--- src/rtl/fetch_pkg.sv ---
// Shared types and constants for the instruction-fetch stage.
package fetch_pkg;

  typedef enum logic [1:0] {
    IDLE,
    REQ,
    WAIT,
    FULL
  } fetch_state_e;

  localparam logic [31:0] NOP_INSTR        = 32'h0000_0013;
  localparam logic [31:0] DEFAULT_RESET_PC = 32'h0000_0000;

endpackage

--- src/rtl/if_fetch_unit.sv ---
// IF stage: owns the PC, fetches over a valid/ready imem port and
// holds one instruction for IF/ID; drops wrong-path responses.
module if_fetch_unit
  import fetch_pkg::*;
#(
  parameter logic [31:0] RESET_PC = DEFAULT_RESET_PC
) (
  input  logic        clk,
  input  logic        rst,
  input  logic        stall_f,
  input  logic        redirect,
  input  logic [31:0] redirect_pc,
  output logic        imem_req_valid,
  input  logic        imem_req_ready,
  output logic [31:0] imem_req_addr,
  input  logic        imem_rsp_valid,
  input  logic [31:0] imem_rsp_data,
  output logic [31:0] instr_f,
  output logic [31:0] pc_f,
  output logic [31:0] pc_plus4_f,
  output logic        valid_f
);

  fetch_state_e state_q;
  logic [31:0]  pc_q;
  logic [31:0]  buf_instr_q;
  logic [31:0]  buf_pc_q;
  logic         valid_q;
  logic         kill_q;
  logic         req_fire;

  always_comb begin
    imem_req_valid = 1'b0;
    unique case (state_q)
      REQ:     imem_req_valid = ~redirect;
      FULL:    imem_req_valid = ~stall_f & ~redirect;
      default: imem_req_valid = 1'b0;
    endcase
  end

  assign req_fire = imem_req_valid & imem_req_ready;

  always_ff @(posedge clk or posedge rst) begin
    if (rst) begin
      state_q     <= IDLE;
      pc_q        <= RESET_PC;
      buf_instr_q <= NOP_INSTR;
      buf_pc_q    <= 32'h0;
      valid_q     <= 1'b0;
      kill_q      <= 1'b0;
    end else begin
      unique case (state_q)
        IDLE: state_q <= REQ;
        REQ: begin
          if (redirect) begin
            pc_q    <= redirect_pc;
            valid_q <= 1'b0;
          end else if (imem_req_ready) begin
            state_q <= WAIT;
          end
        end
        WAIT: begin
          if (redirect) begin
            pc_q    <= redirect_pc;
            valid_q <= 1'b0;
            if (imem_rsp_valid) begin
              kill_q  <= 1'b0;
              state_q <= REQ;
            end else begin
              kill_q  <= 1'b1;
            end
          end else if (imem_rsp_valid) begin
            if (kill_q) begin
              kill_q  <= 1'b0;
              state_q <= REQ;
            end else begin
              buf_instr_q <= imem_rsp_data;
              buf_pc_q    <= pc_q;
              valid_q     <= 1'b1;
              pc_q        <= pc_q + 32'd4;
              state_q     <= FULL;
            end
          end
        end
        FULL: begin
          if (redirect) begin
            pc_q    <= redirect_pc;
            valid_q <= 1'b0;
            state_q <= REQ;
          end else if (!stall_f) begin
            valid_q <= 1'b0;
            state_q <= req_fire ? WAIT : REQ;
          end
        end
        default: state_q <= IDLE;
      endcase
    end
  end

  assign imem_req_addr = pc_q;
  assign instr_f       = valid_q ? buf_instr_q : NOP_INSTR;
  assign pc_f          = buf_pc_q;
  assign pc_plus4_f    = buf_pc_q + 32'd4;
  assign valid_f       = valid_q;

  // Memory may only answer a request we are waiting on.
  rsp_in_wait_a: assert property (
    @(posedge clk) disable iff (rst)
    imem_rsp_valid |-> state_q == WAIT
  );

endmodule

--- config.mk ---
export PLATFORM = sky130hd
export DESIGN_NAME = if_fetch_unit
export DESIGN_NICKNAME = d
export VERILOG_FILES = /design/src/rtl/fetch_pkg.sv /design/src/rtl/if_fetch_unit.sv
export SDC_FILE = /design/constraint.sdc
export NUM_CORES = 1
export LEC_CHECK = 0
export ABC_CLOCK_PERIOD_IN_PS = 5000
export CAP_MARGIN = 20
export CORE_MARGIN = 4
export CORE_UTILIZATION = 30
export CTS_BUF_LIST = sky130_fd_sc_hd__clkbuf_8
export DETAILED_ROUTE_END_ITERATION = 12
export SLEW_MARGIN = 0
export SYNTH_ARGS = -nofsm -noshare
export SYNTH_HDL_FRONTEND = slang
export SYNTH_SLANG_ARGS = --single-unit
--- constraint.sdc ---
create_clock -name clk -period 5 [get_ports clk]
set_clock_uncertainty 0.2 [all_clocks]
set_input_delay 1 -clock clk [delete_from_list [all_inputs] [get_ports clk]]
set_output_delay 1 -clock clk [all_outputs]
set_load 0.05 [all_outputs]
==> results of run 1 <==
-- cell usage after synthesis (all sizes together) --
| master | number | area (um2) |
|---|---|---|
| or3b | 1 | 8.760 |
| o311ai | 2 | 17.52 |
| clkbuf | 33 | 123.9 |
| nor3b | 2 | 15.01 |
| o22ai | 10 | 62.56 |
| nor2b | 2 | 12.51 |
| o32ai | 1 | 8.760 |
| nor3 | 12 | 65.06 |
| nor2 | 31 | 116.4 |
| nand3 | 30 | 155.1 |
| dfrtp | 97 | 2427 |
| a2bb2oi | 7 | 61.31 |
| nand2 | 218 | 818.3 |
| o211ai | 1 | 7.510 |
| o21ai | 30 | 150.1 |
| and2 | 30 | 187.7 |
| xor2 | 6 | 52.55 |
| nand4 | 15 | 93.84 |
| and3 | 8 | 50.05 |
| buf | 6 | 30.02 |
| and4 | 8 | 70.07 |
| ha | 2 | 25.02 |
| mux2 | 2 | 22.52 |
| nor4 | 2 | 12.51 |
| o311a | 1 | 11.26 |
| a41o | 1 | 10.01 |
| a21o | 1 | 7.510 |
| o211a | 1 | 10.01 |
| dfstp | 3 | 78.83 |
| nand2b | 5 | 31.28 |
| a21oi | 29 | 145.1 |
| or3 | 4 | 30.03 |
| or2 | 2 | 12.51 |
| a31oi | 6 | 37.54 |
| a41oi | 1 | 8.760 |
| a32oi | 2 | 17.52 |
| a22oi | 3 | 22.52 |
| xnor2 | 22 | 192.7 |
| or4 | 3 | 26.27 |
| o22a | 3 | 26.28 |
| inv | 12 | 45.04 |
| mux2i | 1 | 10.01 |
-- worst max-delay path, cell delays in order, from the launching register on --
cell and delay [ns]:
dfrtp_1 0.42, ha_1 0.22, and4_1 0.26, nor3b_1 0.25, buf_4 0.20, nand4_1 0.19
nor3_1 0.22, xnor2_1 0.14, clkdlybuf4s50_1 0.82
-- where the power goes --
part / internal (mW) / switching [mW]
Sequential: 1.02 / 0.248
Clock: 0.295 / 0.296
Combinational: 0.597 / 1.15
-- worst min path at each step --
stage	start	end	slack [ns]	cells past startpoint
global placement	buf_instr_q[4]$_DFFE_PP1P_	buf_instr_q[4]$_DFFE_PP1P_	0.25	2
floorplan	buf_instr_q[0]$_DFFE_PP1P_	buf_instr_q[0]$_DFFE_PP1P_	0.24	2
global route	buf_instr_q[1]$_DFFE_PP1P_	buf_instr_q[1]$_DFFE_PP1P_	0.28	2
detailed placement	buf_instr_q[4]$_DFFE_PP1P_	buf_instr_q[4]$_DFFE_PP1P_	0.25	2
finish	buf_instr_q[4]$_DFFE_PP1P_	buf_instr_q[4]$_DFFE_PP1P_	0.26	2
CTS	buf_instr_q[4]$_DFFE_PP1P_	buf_instr_q[4]$_DFFE_PP1P_	0.26	2
-- through the flow --
stage | setup WS (ns) | hold slack [ns]
3_5_place_dp | 1.007 | 0.2491
3_3_place_gp | 0.9963 | 0.2463
6_report | 0.6873 | 0.2613
2_1_floorplan | 0.9248 | 0.2356
4_1_cts | 0.6487 | 0.2646
5_1_grt | 0.5402 | 0.2849
-- layer usage --
layer,part of all wire (%),vias up
met4,1.9,0
li1,-,2569
met2,46,131
met3,5.3,19
met5,0,-
met1,47,2354
-- final cells by class --
cell class                 instances  area (um2)  area share (%)
tap                              225       281.5           3.628
clock buffer                      10       137.6           1.774
sequential                       100        2506           32.30
timing repair buffer             209        2067           26.64
multi-input combinational        505        2633           33.92
inverter                          12       47.55          0.6127
clock inverter                     6       87.58           1.129
-- kinds of logic (layout without fill, tap and decap cells) --
group,after synthesis,count (layout),share of synthesized area (%)
and+or+nand+nor,373,373,32.07
buffers and inverters,51,237,3.741
DFF,100,100,47.13
muxes,3,3,0.6117
adders and majority gates,2,2,0.4705
xor gates and xnor gates,28,28,4.612
AOI/OAI and AO/OA,99,99,11.37
-- sequential cells by signal, indices dropped and copies added (netlist names) --
signal and cells:
pc_f 32, imem_req_addr 32, kill_q 1, buf_instr_q 32, state_q 2, valid_f 1
-- cell usage in the layout, fill, tap and decap left out, types with 5 or more instances in the layout --
cell	instances
a21oi_1	29
a2bb2oi_1	7
a31oi_1	6
and2_1	30
and3_1	8
and4_1	8
buf_4	10
clkbuf_8	10
clkdlybuf4s50_1	199
dfrtp_1	97
inv_1	11
nand2_1	218
nand2b_1	5
nand3_1	29
nand4_1	15
nor2_1	30
nor3_1	10
o21ai_0	30
o22ai_1	9
xnor2_1	22
xor2_1	6
==> impl_metrics.ini, run 1 <==
[status]
outcome = finished clean

[sta]
max_freq_mhz = 231.9
period_share_pct = 86.25
finalSetupViolCount = 0
tightestPinTransition_ns = 0.9807
grt_setup_unrepaired = no
drv_slew = 0
fin_crit_ns = 4.313
fin_setup_tns_ns = 0
max_slew_margin_pct = 34.62
finalHoldViolCount = 0

[worst_setup_path]
cp-end-kind = output port
crit_start = pc_f[3]$_DFFE_PP0P_
path_class = flop to output port
startpoint_type = flop
r2r_slack_ns = 2.45
r2r-start = imem_req_addr[9]$_DFFE_PP0P_
critPathMaxFanout = 7
cp.required_ns = 3.80
timing.rr.end = imem_req_addr[30]$_DFFE_PP0P_
worst-endpoint-arrival_ns = 3.11
crit_end = pc_plus4_f[30]
rr_worst_depth = 5

[synth]
syn_inst = 656
ys_seq_area_share_pct = 47.13
avgSynthCellArea_um2 = 8.106
ys_ff_latch = 100
syn_area_um2 = 5318
syn_nets = 728
synth-warning-count = 0
synthDistinctLibCells = 47

[route]
drt_first_pass_iters = 4
drt_iter0_markers = 247
antenna_left = 0
post_drt_wl_per_cell_um = 16.40
drc = 0
vias_per_cell = 4.754
num_vias = 5073
wl_um = 17500

[clock_network]
htree_levels = 3
cts_tree = done
post_cts_resized = 0
postCtsHoldBufs = 0
cts_made_buffers = 9
cts-root-buf = clkbuf_8
clk_latency_ns = 0.38
post_cts.repair.setup_buffers = 0
clk_pin_slew_worst_paths_ns = 0.11
clockBufferDepth = 2
clock-sinks = 100

[global_route]
track_usage_pct = 17.01
antenna_found_initial = 0
grt_pass1_vias = 4629
top_usage_layer = met2
grt_pass1_wl_um = 26930
grt_overflow = 0
use_met2_pct = 25.93
grt_max_degree = 53
globalRouteMet3Util_pct = 2.476
use_met1_pct = 24.66

[min_path]
hold_path.class = flop to flop

[floorplan]
num_rows = 48
initial_core_util_pct = 30.64
die_y_um = 141.1
dieWidth_um = 141.1
io_pins = 200
die_area_um2 = 19920
coreArea_um2 = 17360

[place]
routabilityCongestion = 0.8016
io_buffers = 199
dpl.hpwl_um = 12750
postPlaceCellArea_um2 = 7535
dp_cells = 1051

[finish]
utilization_pct = 44.71
layout-drive-gt1-share_pct = 5.226
finalNetCount = 909
final_cells = 1067
nFillCells = 1742
n_antenna_cell = 0
postLayoutCellArea_um2 = 7760
syn2layout_area_growth_pct = 45.93

[power_and_ir_drop]
leakagePower_nw = 3.308
finalPower_mw = 3.604
powerDensity_nw_per_um2 = 464.4
ir_worst_vdd_mv = 0.2837

[job]
maxCapViolCount = 0
Note: power is estimated with default switching activity, not from simulation.
==> run 2, diff against run 1 <==
--- a/config.mk
+++ b/config.mk
@@ -11,6 +11,7 @@
 export CORE_UTILIZATION = 30
 export CTS_BUF_LIST = sky130_fd_sc_hd__clkbuf_8
 export DETAILED_ROUTE_END_ITERATION = 12
+export PLACE_DENSITY = 0.67
 export SLEW_MARGIN = 0
 export SYNTH_ARGS = -nofsm -noshare
 export SYNTH_HDL_FRONTEND = slang
==> run 2 against run 1 <==
- global-route usage is 0.10 points higher
- sequential power hardly changed
- flip-flop and latch count stayed put
- combinational power hardly changed
==> impl_metrics.ini, run 2 (synthesis gave the netlist of run 1 again) <==
[global_route]
grt_pass1_wl_um = 27160
use_met1_pct = 23.61
track_usage_pct = 17.11
globalRouteMet3Util_pct = 2.544
grt_pass1_vias = 4896
grt_max_degree = 67
use_met2_pct = 26.79
grt_overflow = 0
antenna_found_initial = 0
top_usage_layer = met2

[floorplan]
num_rows = 48
dieWidth_um = 141.1
die_y_um = 141.1
die_area_um2 = 19920
initial_core_util_pct = 30.64
coreArea_um2 = 17360
io_pins = 200

[route]
antenna_left = 0
drt_first_pass_iters = 5
drc = 0
num_vias = 5209
post_drt_wl_per_cell_um = 16.29
wl_um = 17370
vias_per_cell = 4.886
drt_iter0_markers = 405

[clock_network]
cts-root-buf = clkbuf_8
post_cts.repair.setup_buffers = 0
clk_latency_ns = 0.37
post_cts_resized = 0
clock-sinks = 100
clockBufferDepth = 2
postCtsHoldBufs = 0
cts_made_buffers = 9
clk_pin_slew_worst_paths_ns = 0.09
cts_tree = done
htree_levels = 3

[place]
routabilityCongestion = 0.8169
dp_slack_ns = 0.9937
dpl.hpwl_um = 12790
dp_cells = 1050
io_buffers = 199

[power_and_ir_drop]
ir_worst_vdd_mv = 0.2817
leakagePower_nw = 3.301
powerDensity_nw_per_um2 = 455.6

[worst_setup_path]
startpoint_type = flop
cpMaxStageDelayCell = clkdlybuf4s50_1
crit_family = buffers and inverters
crit_chain = ha_1 -> and4_1 -> nor3b_1 -> buf_4 -> nand4_1 -> nor3_1 -> xnor2_1 -> clkdlybuf4s50_1
cp.required_ns = 3.80
cp-end-kind = output port
worst-endpoint-arrival_ns = 3.07
crit_buf_inv = 2
path_class = flop to output port
critPathMaxFanout = 7
critPathMaxStageDelay_ns = 0.82

[sta]
tightestPinTransition_ns = 0.9914
finalHoldViolCount = 0
drv_slew = 0
worst_slack_ns = 0.7295
period_share_pct = 85.41
grt_setup_unrepaired = no
finalSetupViolCount = 0
fin_setup_tns_ns = 0
max_freq_mhz = 234.2
fin_crit_ns = 4.270
max_slew_margin_pct = 33.90
holdWs_ns = 0.2558

[finish]
n_antenna_cell = 0
final_cells = 1066
layout-drive-gt1-share_pct = 5.113
nFillCells = 1746
finalNetCount = 908
syn2layout_area_growth_pct = 45.32
utilization_pct = 44.52
layout_common_cells = nand2_1 (218), clkdlybuf4s50_1 (199), dfrtp_1 (97)
layout_commonest_cell = nand2_1

[status]
outcome = finished clean

[job]
maxCapViolCount = 0

[min_path]
hold_path.class = flop to flop
-- run 2: cell count changes in the layout (fill, tap and decap cells not counted), sizes merged --
cell | previous run | this run
clkinv | 1 | 3
bufinv | 2 | 0
buf | 10 | 9
clkbuf | 10 | 12
clkinvlp | 3 | 1
-- run 2: final timing paths --
path	start	endpoint	slack, ns	depth (start not counted)
worst max-delay path	pc_f[3]$_DFFE_PP0P_	pc_plus4_f[30]	0.73	8
worst min register to register	buf_instr_q[1]$_DFFE_PP1P_	buf_instr_q[1]$_DFFE_PP1P_	0.26	2
worst max register to register	imem_req_addr[10]$_DFFE_PP0P_	imem_req_addr[30]$_DFFE_PP0P_	2.43	5
min in group asynchronous	rst	buf_instr_q[22]$_DFFE_PP0P_	0.80	2
max in group asynchronous	rst	buf_instr_q[4]$_DFFE_PP1P_	3.05	3
worst min-delay path	buf_instr_q[1]$_DFFE_PP1P_	buf_instr_q[1]$_DFFE_PP1P_	0.26	2
-- run 2: area by class of cell --
cell class | count | area [um2] | share of cell area, %
Sequential cell | 100 | 2506 | 32.43
Clock inverter | 4 | 22.52 | 0.2915
Timing Repair Buffer | 208 | 2072 | 26.81
Multi-Input combinational cell | 505 | 2633 | 34.07
Tap cell | 225 | 281.5 | 3.643
Inverter | 12 | 47.55 | 0.6153
Clock buffer | 12 | 165.2 | 2.137
-- run 2: layer usage --
layer	wire length, um	vias to the layer above
met5	0	-
met4	548	0
met3	785	30
met2	8136	135
met1	7898	2469
li1	-	2575
-- run 2: power by group --
part	internal (mW)	leakage [nW]	total (mW)	switching, mW
Combinational	0.598	1.98	1.76	1.16
Sequential	1.02	1.23	1.26	0.242
Clock	0.220	0.0982	0.504	0.284
-- run 2: worst min-delay path: stages (launching register included) --
cell and delay, ns:
dfstp_2 0.38, nand2_1 0.04, nand2_1 0.04
-- run 2: per-stage QoR --
step	total power [mW]	area, um2
final	3.520	7727
after global routing	3.707	7727
after CTS	3.560	7727
after detailed placement	3.047	7540
after global placement	3.026	7540
after floorplan	2.390	5318
==> run 3, diff against run 2 <==
--- a/config.mk
+++ b/config.mk
@@ -6,7 +6,7 @@
 export NUM_CORES = 1
 export LEC_CHECK = 0
 export ABC_CLOCK_PERIOD_IN_PS = 5000
-export CAP_MARGIN = 20
+export CAP_MARGIN = 5
 export CORE_MARGIN = 4
 export CORE_UTILIZATION = 30
 export CTS_BUF_LIST = sky130_fd_sc_hd__clkbuf_8
==> results of run 3 <==
The final DEF is identical to that of run 2; final timing and power are the same.
